**src/rtl/id_pkg.sv**
```systemverilog
// Shared parameters and instruction field layout for the decode stage.
package id_pkg;

    localparam int NREG = 8;
    localparam int DW   = 8;
    localparam int IW   = 8;
    localparam int AW   = $clog2(NREG);

    localparam int JUMP_BIT = 7;
    localparam int OP_BIT   = 6;
    localparam int RS_MSB   = 5;
    localparam int RS_LSB   = 3;
    localparam int RT_MSB   = 2;
    localparam int RT_LSB   = 0;

    localparam logic OP_ADD = 1'b0;
    localparam logic OP_SUB = 1'b1;

endpackage

```
**src/rtl/regfile_8x8.sv**
```systemverilog
// Register file: two async read ports with write-first bypass, one sync write port.
module regfile_8x8
    import id_pkg::*;
(
    input  logic          clk,
    input  logic          rst,
    input  logic [AW-1:0] ra_addr,
    output logic [DW-1:0] ra_data,
    input  logic [AW-1:0] rb_addr,
    output logic [DW-1:0] rb_data,
    input  logic          we,
    input  logic [AW-1:0] waddr,
    input  logic [DW-1:0] wdata
);

    logic [DW-1:0] mem_r [NREG];

    // Storage: reset loads each register with its own index.
    always_ff @(posedge clk or posedge rst) begin
        if (rst) begin
            for (int i = 0; i < NREG; i++) begin
                mem_r[i] <= DW'(i);
            end
        end else if (we) begin
            mem_r[waddr] <= wdata;
        end
    end

    // Read ports see a same-cycle write before it lands.
    always_comb begin
        ra_data = (we && (waddr == ra_addr)) ? wdata : mem_r[ra_addr];
        rb_data = (we && (waddr == rb_addr)) ? wdata : mem_r[rb_addr];
    end

endmodule

```
**src/rtl/id_stage.sv**
```systemverilog
// Decode stage: IF/ID capture, jump drop, scoreboard hazard check and
// valid/ready issue of ALU instructions to execute.
module id_stage
    import id_pkg::*;
(
    input  logic          clk,
    input  logic          rst,
    input  logic [IW-1:0] if_instr,
    input  logic          if_valid,
    output logic          if_stall,
    input  logic          ex_ready,
    output logic          ex_valid,
    output logic          ex_op,
    output logic [AW-1:0] ex_rd,
    output logic [DW-1:0] ex_a,
    output logic [DW-1:0] ex_b,
    input  logic          wb_en,
    input  logic [AW-1:0] wb_addr,
    input  logic [DW-1:0] wb_data
);

    logic            ifid_valid_r;
    logic [IW-1:0]   ifid_instr_r;
    logic [NREG-1:0] pend_r;
    logic            ex_valid_r;
    logic            ex_op_r;
    logic [AW-1:0]   ex_rd_r;
    logic [DW-1:0]   ex_a_r;
    logic [DW-1:0]   ex_b_r;

    logic            jump_s;
    logic            op_s;
    logic [AW-1:0]   rs_s;
    logic [AW-1:0]   rt_s;
    logic [NREG-1:0] wb_mask_s;
    logic [NREG-1:0] iss_mask_s;
    logic [NREG-1:0] pend_eff_s;
    logic            hazard_s;
    logic            out_free_s;
    logic            advance_s;
    logic            issue_s;
    logic [DW-1:0]   rs_data_s;
    logic [DW-1:0]   rt_data_s;

    regfile_8x8 u_rf (
        .clk     (clk),
        .rst     (rst),
        .ra_addr (rs_s),
        .ra_data (rs_data_s),
        .rb_addr (rt_s),
        .rb_data (rt_data_s),
        .we      (wb_en),
        .waddr   (wb_addr),
        .wdata   (wb_data)
    );

    // Decode, hazard detection (writeback bypasses the pending bit) and handshake.
    always_comb begin
        jump_s     = ifid_instr_r[JUMP_BIT];
        op_s       = ifid_instr_r[OP_BIT];
        rs_s       = ifid_instr_r[RS_MSB:RS_LSB];
        rt_s       = ifid_instr_r[RT_MSB:RT_LSB];
        wb_mask_s  = wb_en ? ({{(NREG-1){1'b0}}, 1'b1} << wb_addr) : {NREG{1'b0}};
        pend_eff_s = pend_r & ~wb_mask_s;
        hazard_s   = !jump_s && (pend_eff_s[rs_s] || pend_eff_s[rt_s]);
        out_free_s = !ex_valid_r || ex_ready;
        advance_s  = ifid_valid_r && (jump_s || (!hazard_s && out_free_s));
        issue_s    = advance_s && !jump_s;
        iss_mask_s = issue_s ? ({{(NREG-1){1'b0}}, 1'b1} << rs_s) : {NREG{1'b0}};
        if_stall   = ifid_valid_r && !advance_s;
    end

    // IF/ID register: capture when fetch is not stalled, drain on advance.
    always_ff @(posedge clk or posedge rst) begin
        if (rst) begin
            ifid_valid_r <= 1'b0;
            ifid_instr_r <= {IW{1'b0}};
        end else if (if_valid && !if_stall) begin
            ifid_valid_r <= 1'b1;
            ifid_instr_r <= if_instr;
        end else if (advance_s) begin
            ifid_valid_r <= 1'b0;
        end
    end

    // Scoreboard: writeback clears, issue sets, and the set wins a collision.
    always_ff @(posedge clk or posedge rst) begin
        if (rst) begin
            pend_r <= {NREG{1'b0}};
        end else begin
            pend_r <= (pend_r & ~wb_mask_s) | iss_mask_s;
        end
    end

    // Execute-side output register; fields hold while stalled by ex_ready.
    always_ff @(posedge clk or posedge rst) begin
        if (rst) begin
            ex_valid_r <= 1'b0;
            ex_op_r    <= OP_ADD;
            ex_rd_r    <= {AW{1'b0}};
            ex_a_r     <= {DW{1'b0}};
            ex_b_r     <= {DW{1'b0}};
        end else if (issue_s) begin
            ex_valid_r <= 1'b1;
            ex_op_r    <= op_s;
            ex_rd_r    <= rs_s;
            ex_a_r     <= rs_data_s;
            ex_b_r     <= rt_data_s;
        end else if (ex_ready) begin
            ex_valid_r <= 1'b0;
        end
    end

    assign ex_valid = ex_valid_r;
    assign ex_op    = ex_op_r;
    assign ex_rd    = ex_rd_r;
    assign ex_a     = ex_a_r;
    assign ex_b     = ex_b_r;

endmodule

```
**config.mk**
```make
export PLATFORM = sky130hd
export DESIGN_NAME = id_stage
export DESIGN_NICKNAME = d
export VERILOG_FILES = /design/src/rtl/id_pkg.sv /design/src/rtl/regfile_8x8.sv /design/src/rtl/id_stage.sv
export SDC_FILE = /design/constraint.sdc
export NUM_CORES = 1
export LEC_CHECK = 0
export BUFFER_PORTS_ARGS = -buffer_cell sky130_fd_sc_hd__buf_2
export CAP_MARGIN = 20
export CELL_PAD_IN_SITES_DETAIL_PLACEMENT = 1
export CELL_PAD_IN_SITES_GLOBAL_PLACEMENT = 1
export CORE_MARGIN = 2
export CORE_UTILIZATION = 45
export CTS_CLUSTER_SIZE = 14
export DETAILED_ROUTE_END_ITERATION = 10
export PLACE_DENSITY_LB_ADDON = 0.1
export SETUP_SLACK_MARGIN = 0.3
export SLEW_MARGIN = 20
export SYNTH_ARGS = -nofsm -noshare
export SYNTH_HDL_FRONTEND = slang
export SYNTH_SLANG_ARGS = --single-unit
```
**constraint.sdc**
```tcl
create_clock -name clk -period 2.7 [get_ports clk]
set_clock_uncertainty 0.05 [all_clocks]
set_input_delay 0.135 -clock clk [delete_from_list [all_inputs] [get_ports clk]]
set_output_delay 0.135 -clock clk [all_outputs]
set_load 0.05 [all_outputs]
```
==> results of run 1 <==
[registers in the layout, indices dropped and copies added (netlist names)]
| name | cells |
|---|---|
| ifid_valid_r | 1 |
| ifid_instr_r | 8 |
| ex_rd | 3 |
| ex_b | 8 |
| ex_valid | 1 |
| pend_r | 8 |
| u_rf.mem_r | 64 |
| ex_a | 8 |
| ex_op | 1 |
[worst max-delay path by stage]
stage / cells after the start / endpoint / slack [ns]
6_report: 4 / if_stall / 0.34
5_1_grt: 4 / if_stall / 0.27
4_1_cts: 7 / ex_a[3] / 0.30
3_5_place_dp: 6 / ex_a[3] / 0.29
3_3_place_gp: 6 / ex_rd[1] / 0.35
2_1_floorplan: 7 / ifid_instr_r[0] / 0.38
[power by group through the flow]
stage                     clock network, mW  registers (mW)  logic, mW
after CTS                              1.37            2.45       3.79
after floorplan                           0            2.83       2.39
after global routing                   1.43            2.52       4.22
after detailed placement                  0            2.47       3.76
after global placement                    0            2.44       3.69
final                                  1.32            2.44       3.92
[final cells by class]
| cell class | count | share of cell area, % |
|---|---|---|
| Inverter | 13 | 0.821 |
| Tap cell | 147 | 2.87 |
| Multi-Input combinational cell | 271 | 41.8 |
| Clock buffer | 10 | 3.58 |
| Sequential cell | 102 | 40.2 |
| Clock inverter | 6 | 1.08 |
| Timing Repair Buffer | 90 | 9.62 |
[worst register-to-register path, stage by stage (launching register included)]
cell and delay, ns:
dfrtp_2 0.47, or4b_2 0.66, o22a_1 0.25, nand2_2 0.11
nor4_4 0.05, buf_4 0.16, buf_4 0.17, mux2_1 0.31
[repair_timing]
item,CTS,global route
pin swaps,0,1
buffers inserted,0,5
gates resized for setup,3,12
hold endpoints to repair,34,0
cloned,0,1
hold buffers,10,0
setup endpoints to repair,13,21
[cell usage in the layout (no fill, tap or decap), drive strengths merged, types with 4 or more instances in the layout]
cell         instances
mux4                32
buf                 80
a21oi               17
o31ai                7
dlygate4sd3         10
mux2i               17
dfstp               12
dfrtp               90
mux2                76
xnor2                6
nand3                7
nand2b               6
clkbuf              10
nand4b               4
inv                 14
nand2               33
nor2                18
o21ai                4
[per-layer routing]
metal,share of wire (%),vias up,track usage [%]
li1,-,1698,-
met1,43,1957,30.8
met2,51,85,40.5
met3,3.9,12,5.24
met4,1.2,0,6.02
met5,0,-,0
[kinds of logic after synthesis]
logic type | count (synthesis)
AO/OA/AOI/OAI | 45
multiplexers | 125
AND/OR/NAND/NOR | 95
flip-flops | 102
XOR/XNOR | 6
buffers and inverters | 52
[through the flow]
step | hold WS [ns] | util (%)
after floorplan | 0.191 | -
after global placement | 0.189 | 49.6
after detailed placement | 0.195 | 49.6
after CTS | 0.00430 | 52.9
after global routing | 0.0274 | 53.5
final | 0.0117 | 53.5
==> qor.txt, run 1 <==
Nets: 511
Seq/Total Area, Yosys: 46.9%
post-synthesis mux area share: 31.9%
Worst EP required: 2.52 ns
WHS Endpoint: ifid_instr_r[1]
Max IR drop VDD: 0.598 mV
flops & latches, synth: 102
critical path type: reg2out
TritonRoute pass-1 iters: 4
most frequent cell after synthesis: dfrtp_1
share of cells above drive strength 1: 43.7%
sequential power share: 31.8%
RSZ-0062 raised after global routing: yes
Final Hold Viols: 0
Vias/cell: 5.87
Design Area, Final: 6400 µm²
maxcap violations: 0
Inst Count DP: 607
net load switching power: 3.11 mW
Register-to-Register Path Depth: 7
pre-CTS setup slack: 0.287 ns
WL/cell: 22.4 µm
leakage dissipation: 2.77 nW
syn_area_per_cell: 12.9 µm²
area occupied by multi-input gates: 2680 µm²
HP Start: if_instr[1]
largest family of logic cells by synthesized area: multiplexers
Power Total: 7.68 mW
Initial Utilization: 45.8%
first-pass GRT wire length: 23100 µm
EDFF count, synth: 0
Sw Ratio: 40.6%
Non-Filler Instances: 639
outcome: complete, no violations
hold path depth: 3
# IOs: 46
DRT iter0 DRCs: 186
FILL cells: 1226
crit path cell chain: or4b_2 > o22a_1 > a31oi_2 > buf_6
Final TNS setup: 0 ns
clock share of power: 17.2%
placed inst area: 5930 µm²
CTS Sinks: 102
number of global-route vias before repair: 4063
CP Launch Point: ifid_instr_r[3]
WL final: 14300 µm
Adder-Cell Fraction of Synth Area: 0%
Fmax: 0.424 GHz
synthesized cell area: 5480 µm²
endpoints failing setup: 0
RR Endpoint: ex_a[7]
Final period util: 87.4%
die width: 114 µm
post-synthesis async set-or-reset flop share: 100%
Port Buffers: 45
Distinct cells, synth: 54
worst r2r src: ifid_instr_r[3]
Site Rows: 40
H-tree Lvls: 3
XOR/XNOR share of the synthesized area: 0.960%
Via Count: 3752
DRC Markers: 0
Comb pwr share: 51.0%
Yosys top cell by area: dfrtp_1
worst-skew pair later-pin latency: 0.35 ns
initial antenna violation count: 0
Seq. cell area: 2570 µm²
Synth Area in Compound Gates: 5.83%
Slew HR: 57.9%
Die H: 114 µm
top cells by area, synth: dfrtp_1 (41%), mux4_2 (13%), mux2_2 (12%)
ANT cells: 0
slowest cell on the critical path: or4b_2
CP top delay family: simple AND/OR/NAND/NOR gates
Layout area overhead: 16.9%
Tmin final: 2.36 ns
area share of the largest cell type after synthesis: 41.1%
Tightest Pin Transition: 0.631 ns
Overall Global Routing Usage: 23.7%
clock slew at reported path FFs: 0.07 ns
Buf/Inv on CP: 1
Worst Path Arrival: 2.18 ns
CTS Buffer Depth: 2
CP endpoint kind: output port
Post-synth top cells: dfrtp_1 (90), mux2_2 (57), nand2_1 (33)
min-delay worst type: in2reg
syn nets: 449
core area: 12000 µm²
largest net degree at the start of global routing: 78
PD cells: 1200 nW/µm²
crit-path max FO: 8
yosys warns: 0
Worst setup SP type: flip-flop
Synth Flop Type: dfrtp_1
die area: 13100 µm²
P_int: 4.56 mW
CP max stage delay: 0.66 ns
Final WS setup: 0.340 ns
gpl congestion: 0.831
Final ANT Viol Nets: 0
Pins Over Slew Limit: 0
cells after synthesis: 425
reg-to-reg slack, setup: 0.34 ns
post-synthesis simple-gate area fraction: 10.0%
DP HPWL: 9670 µm
CTS tree: yes
GRT overflow: 0
total CTS buffers: 9
CTS Root Cell: clkbuf_16
Power figures use the tool's default switching activity.
==> inputs of run 2 (changes only) <==
Settings changed: SYNTH_HIERARCHICAL set to 1.
==> run 2 against run 1 <==
  * Sequential power rose by 2%
  * Fmax shrank 0.38%
  * Clock-buffer cell count grew 1
  * Critical endpoint unchanged
  * Design area increased by 6.8%
  * Core utilization grew 0.23 points
  * Critical path depth increased by 2
  * Wire length up 11%
  * Clock power about the same
  * Via count is 6.0% higher
==> qor.txt, run 2 <==
number of global-route vias before repair: 4311
Vias/cell: 5.98
die area: 14000 µm²
fin util: 53.7%
ANT cells: 0
Final Hold Viols: 0
Final ANT Viol Nets: 0
Max IR drop VDD: 0.736 mV
gpl congestion: 0.773
H-tree Lvls: 3
Overall Global Routing Usage: 24.2%
CP endpoint kind: output port
worst-skew pair later-pin latency: 0.36 ns
clock share of power: 15.0%
RR Endpoint: ex_a[6]
Site Rows: 41
FILL cells: 1309
CTS Sinks: 102
top cells by area, synth: dfrtp_1 (38%), mux2_2 (18%), mux4_1 (8.0%)
Worst EP required: 2.52 ns
syn_area_per_cell: 14.1 µm²
Slew HR: 44.3%
Worst Path Arrival: 2.18 ns
crit-path max FO: 10
global routing usage on met3: 5.41%
Fmax: 0.422 GHz
worst r2r src: ifid_instr_r[3]
Nets: 512
Post-synth top cells: mux2_2 (94), dfrtp_1 (90), mux4_1 (18)
met1 Resource Use GR: 34.0%
HP Start: if_instr[6]
Final TNS setup: 0 ns
most frequent cell after synthesis: mux2_2
clock slew at reported path FFs: 0.07 ns
Distinct cells, synth: 55
endpoints failing setup: 0
initial antenna violation count: 0
yosys warns: 6
die width: 118 µm
Layout area overhead: 16.1%
grt met2 use: 38.9%
# IOs: 46
CTS tree: yes
Synth Flop Type: dfrtp_1
outcome: complete, no violations
min-delay worst type: in2reg
TritonRoute pass-1 iters: 4
crit path cell chain: buf_4 > and3b_1 > o221ai_1 > nand4_1 > o31a_1 > buf_6
commonest non-fill, non-tap cell in the layout: mux2_2
Register-to-Register Path Depth: 6
Tmin final: 2.37 ns
Tightest Pin Transition: 0.833 ns
Non-Filler Instances: 665
hold path depth: 3
critical path type: reg2out
max reg flops: 64
RSZ-0062 raised after global routing: yes
sequential power share: 28.5%
CP max stage delay: 0.40 ns
Comb pwr share: 56.4%
total CTS buffers: 9
leakage dissipation: 2.99 nW
WHS Endpoint: ifid_instr_r[6]
net load switching power: 3.48 mW
Top reg by flops: u_rf/mem_r
largest net degree at the start of global routing: 34
Die H: 118 µm
Seq/Total Area, Yosys: 43.6%
GRT busiest layer: met2
Port Buffers: 45
PD cells: 1270 nW/µm²
Inst Count DP: 636
Worst setup SP type: flip-flop
most frequent cells in the layout: mux2_2 (94), dfrtp_1 (87), buf_2 (44), buf_4 (44), mux4_1 (18)
share of cells above drive strength 1: 52.7%
slowest cell on the critical path: dfrtp_1
CTS Buffer Depth: 2
first-pass GRT wire length: 25500 µm
DP HPWL: 10600 µm
post-synthesis async set-or-reset flop share: 100%
Power Total: 8.72 mW
Pins Over Slew Limit: 0
DRT iter0 DRCs: 218
syn nets: 441
GRT overflow: 0
flops & latches, synth: 102
DRC Markers: 0
EDFF count, synth: 0
Final period util: 87.7%
WL/cell: 23.8 µm
WL final: 15800 µm
CTS Root Cell: clkbuf_16
P_int: 5.24 mW
Via Count: 3976
Yosys top cell by area: dfrtp_1
Initial Utilization: 46.3%
reg-to-reg slack, setup: 0.37 ns
synthesized cell area: 5890 µm²
Sw Ratio: 39.9%
maxcap violations: 0
core area: 12700 µm²
area share of the largest cell type after synthesis: 38.2%
cells after synthesis: 417
## run 2: stage by stage
stage	instance area, µm²	hold slack (ns)	setup slack, ns
6_report	6840	0.0197	0.331
5_1_grt	6840	0.0311	0.239
4_1_cts	6830	0.0268	0.321
3_5_place_dp	6400	0.00768	0.337
3_3_place_gp	6400	-0.00537	0.400
2_1_floorplan	5890	0.241	0.423
## run 2: power groups by stage
stage               sequential [mW]  combinational (mW)  clock, mW
floorplan                      2.90                3.11          0
global placement               2.47                4.53          0
detailed placement             2.50                4.63          0
CTS                            2.48                4.91       1.36
global route                   2.56                5.24       1.42
finish                         2.49                4.92       1.31
## run 2: layout make-up
cell class,instances,area (µm²),area share [%]
Clock buffer,11,233,3.40
Timing Repair Buffer,94,654,9.57
Sequential cell,102,2570,37.6
Multi-Input combinational cell,272,3070,44.9
Clock inverter,5,58.8,0.860
Tap cell,172,215,3.15
Inverter,9,37.5,0.549
## run 2: metal layers
metal	vias to the layer above	routed length (µm)	part of all wire, %
li1	1771	-	-
met1	2127	7390	47
met2	67	7750	49
met5	-	0	0
met4	0	129	0.81
met3	11	576	3.6
## run 2: repair_timing
action,4_1_cts,5_1_grt
resized for setup,6,4
cloned,1,0
hold buffers,2,0
endpoints found under the setup margin,1,17
buffers inserted,10,0
endpoints found under the hold margin,50,0
pin swaps,3,0
## run 2: cells by family (layout without fill, tap and decap cells)
kind of cell / count (synthesis) / count (layout) / share of synthesized area, %
AO/OA/AOI/OAI: 49 / 49 / 6.55
XOR/XNOR: 6 / 6 / 0.892
buffers and inverters: 43 / 119 / 4.31
flip-flops: 102 / 102 / 43.6
multiplexers: 148 / 148 / 36.6
AND/OR/NAND/NOR: 69 / 69 / 8.01
## run 2: worst max path at each step
stage / from / endpoint / slack [ns] / cells past startpoint
2_1_floorplan: ifid_instr_r[3] / ifid_valid_r / 0.42 / 6
3_3_place_gp: ifid_instr_r[4] / ex_rd[0] / 0.40 / 7
3_5_place_dp: ifid_instr_r[4] / ex_a[6] / 0.34 / 7
4_1_cts: ifid_instr_r[5] / if_stall / 0.32 / 6
5_1_grt: ifid_instr_r[0] / if_stall / 0.24 / 6
6_report: ifid_instr_r[5] / if_stall / 0.33 / 6
## run 2: critical path, delay by kind of cell, from the launching register on
family / cells / cell delay [ns]
simple gates: 2 / 0.45
buf+inv: 2 / 0.37
compound gates: 2 / 0.61
flops: 1 / 0.40
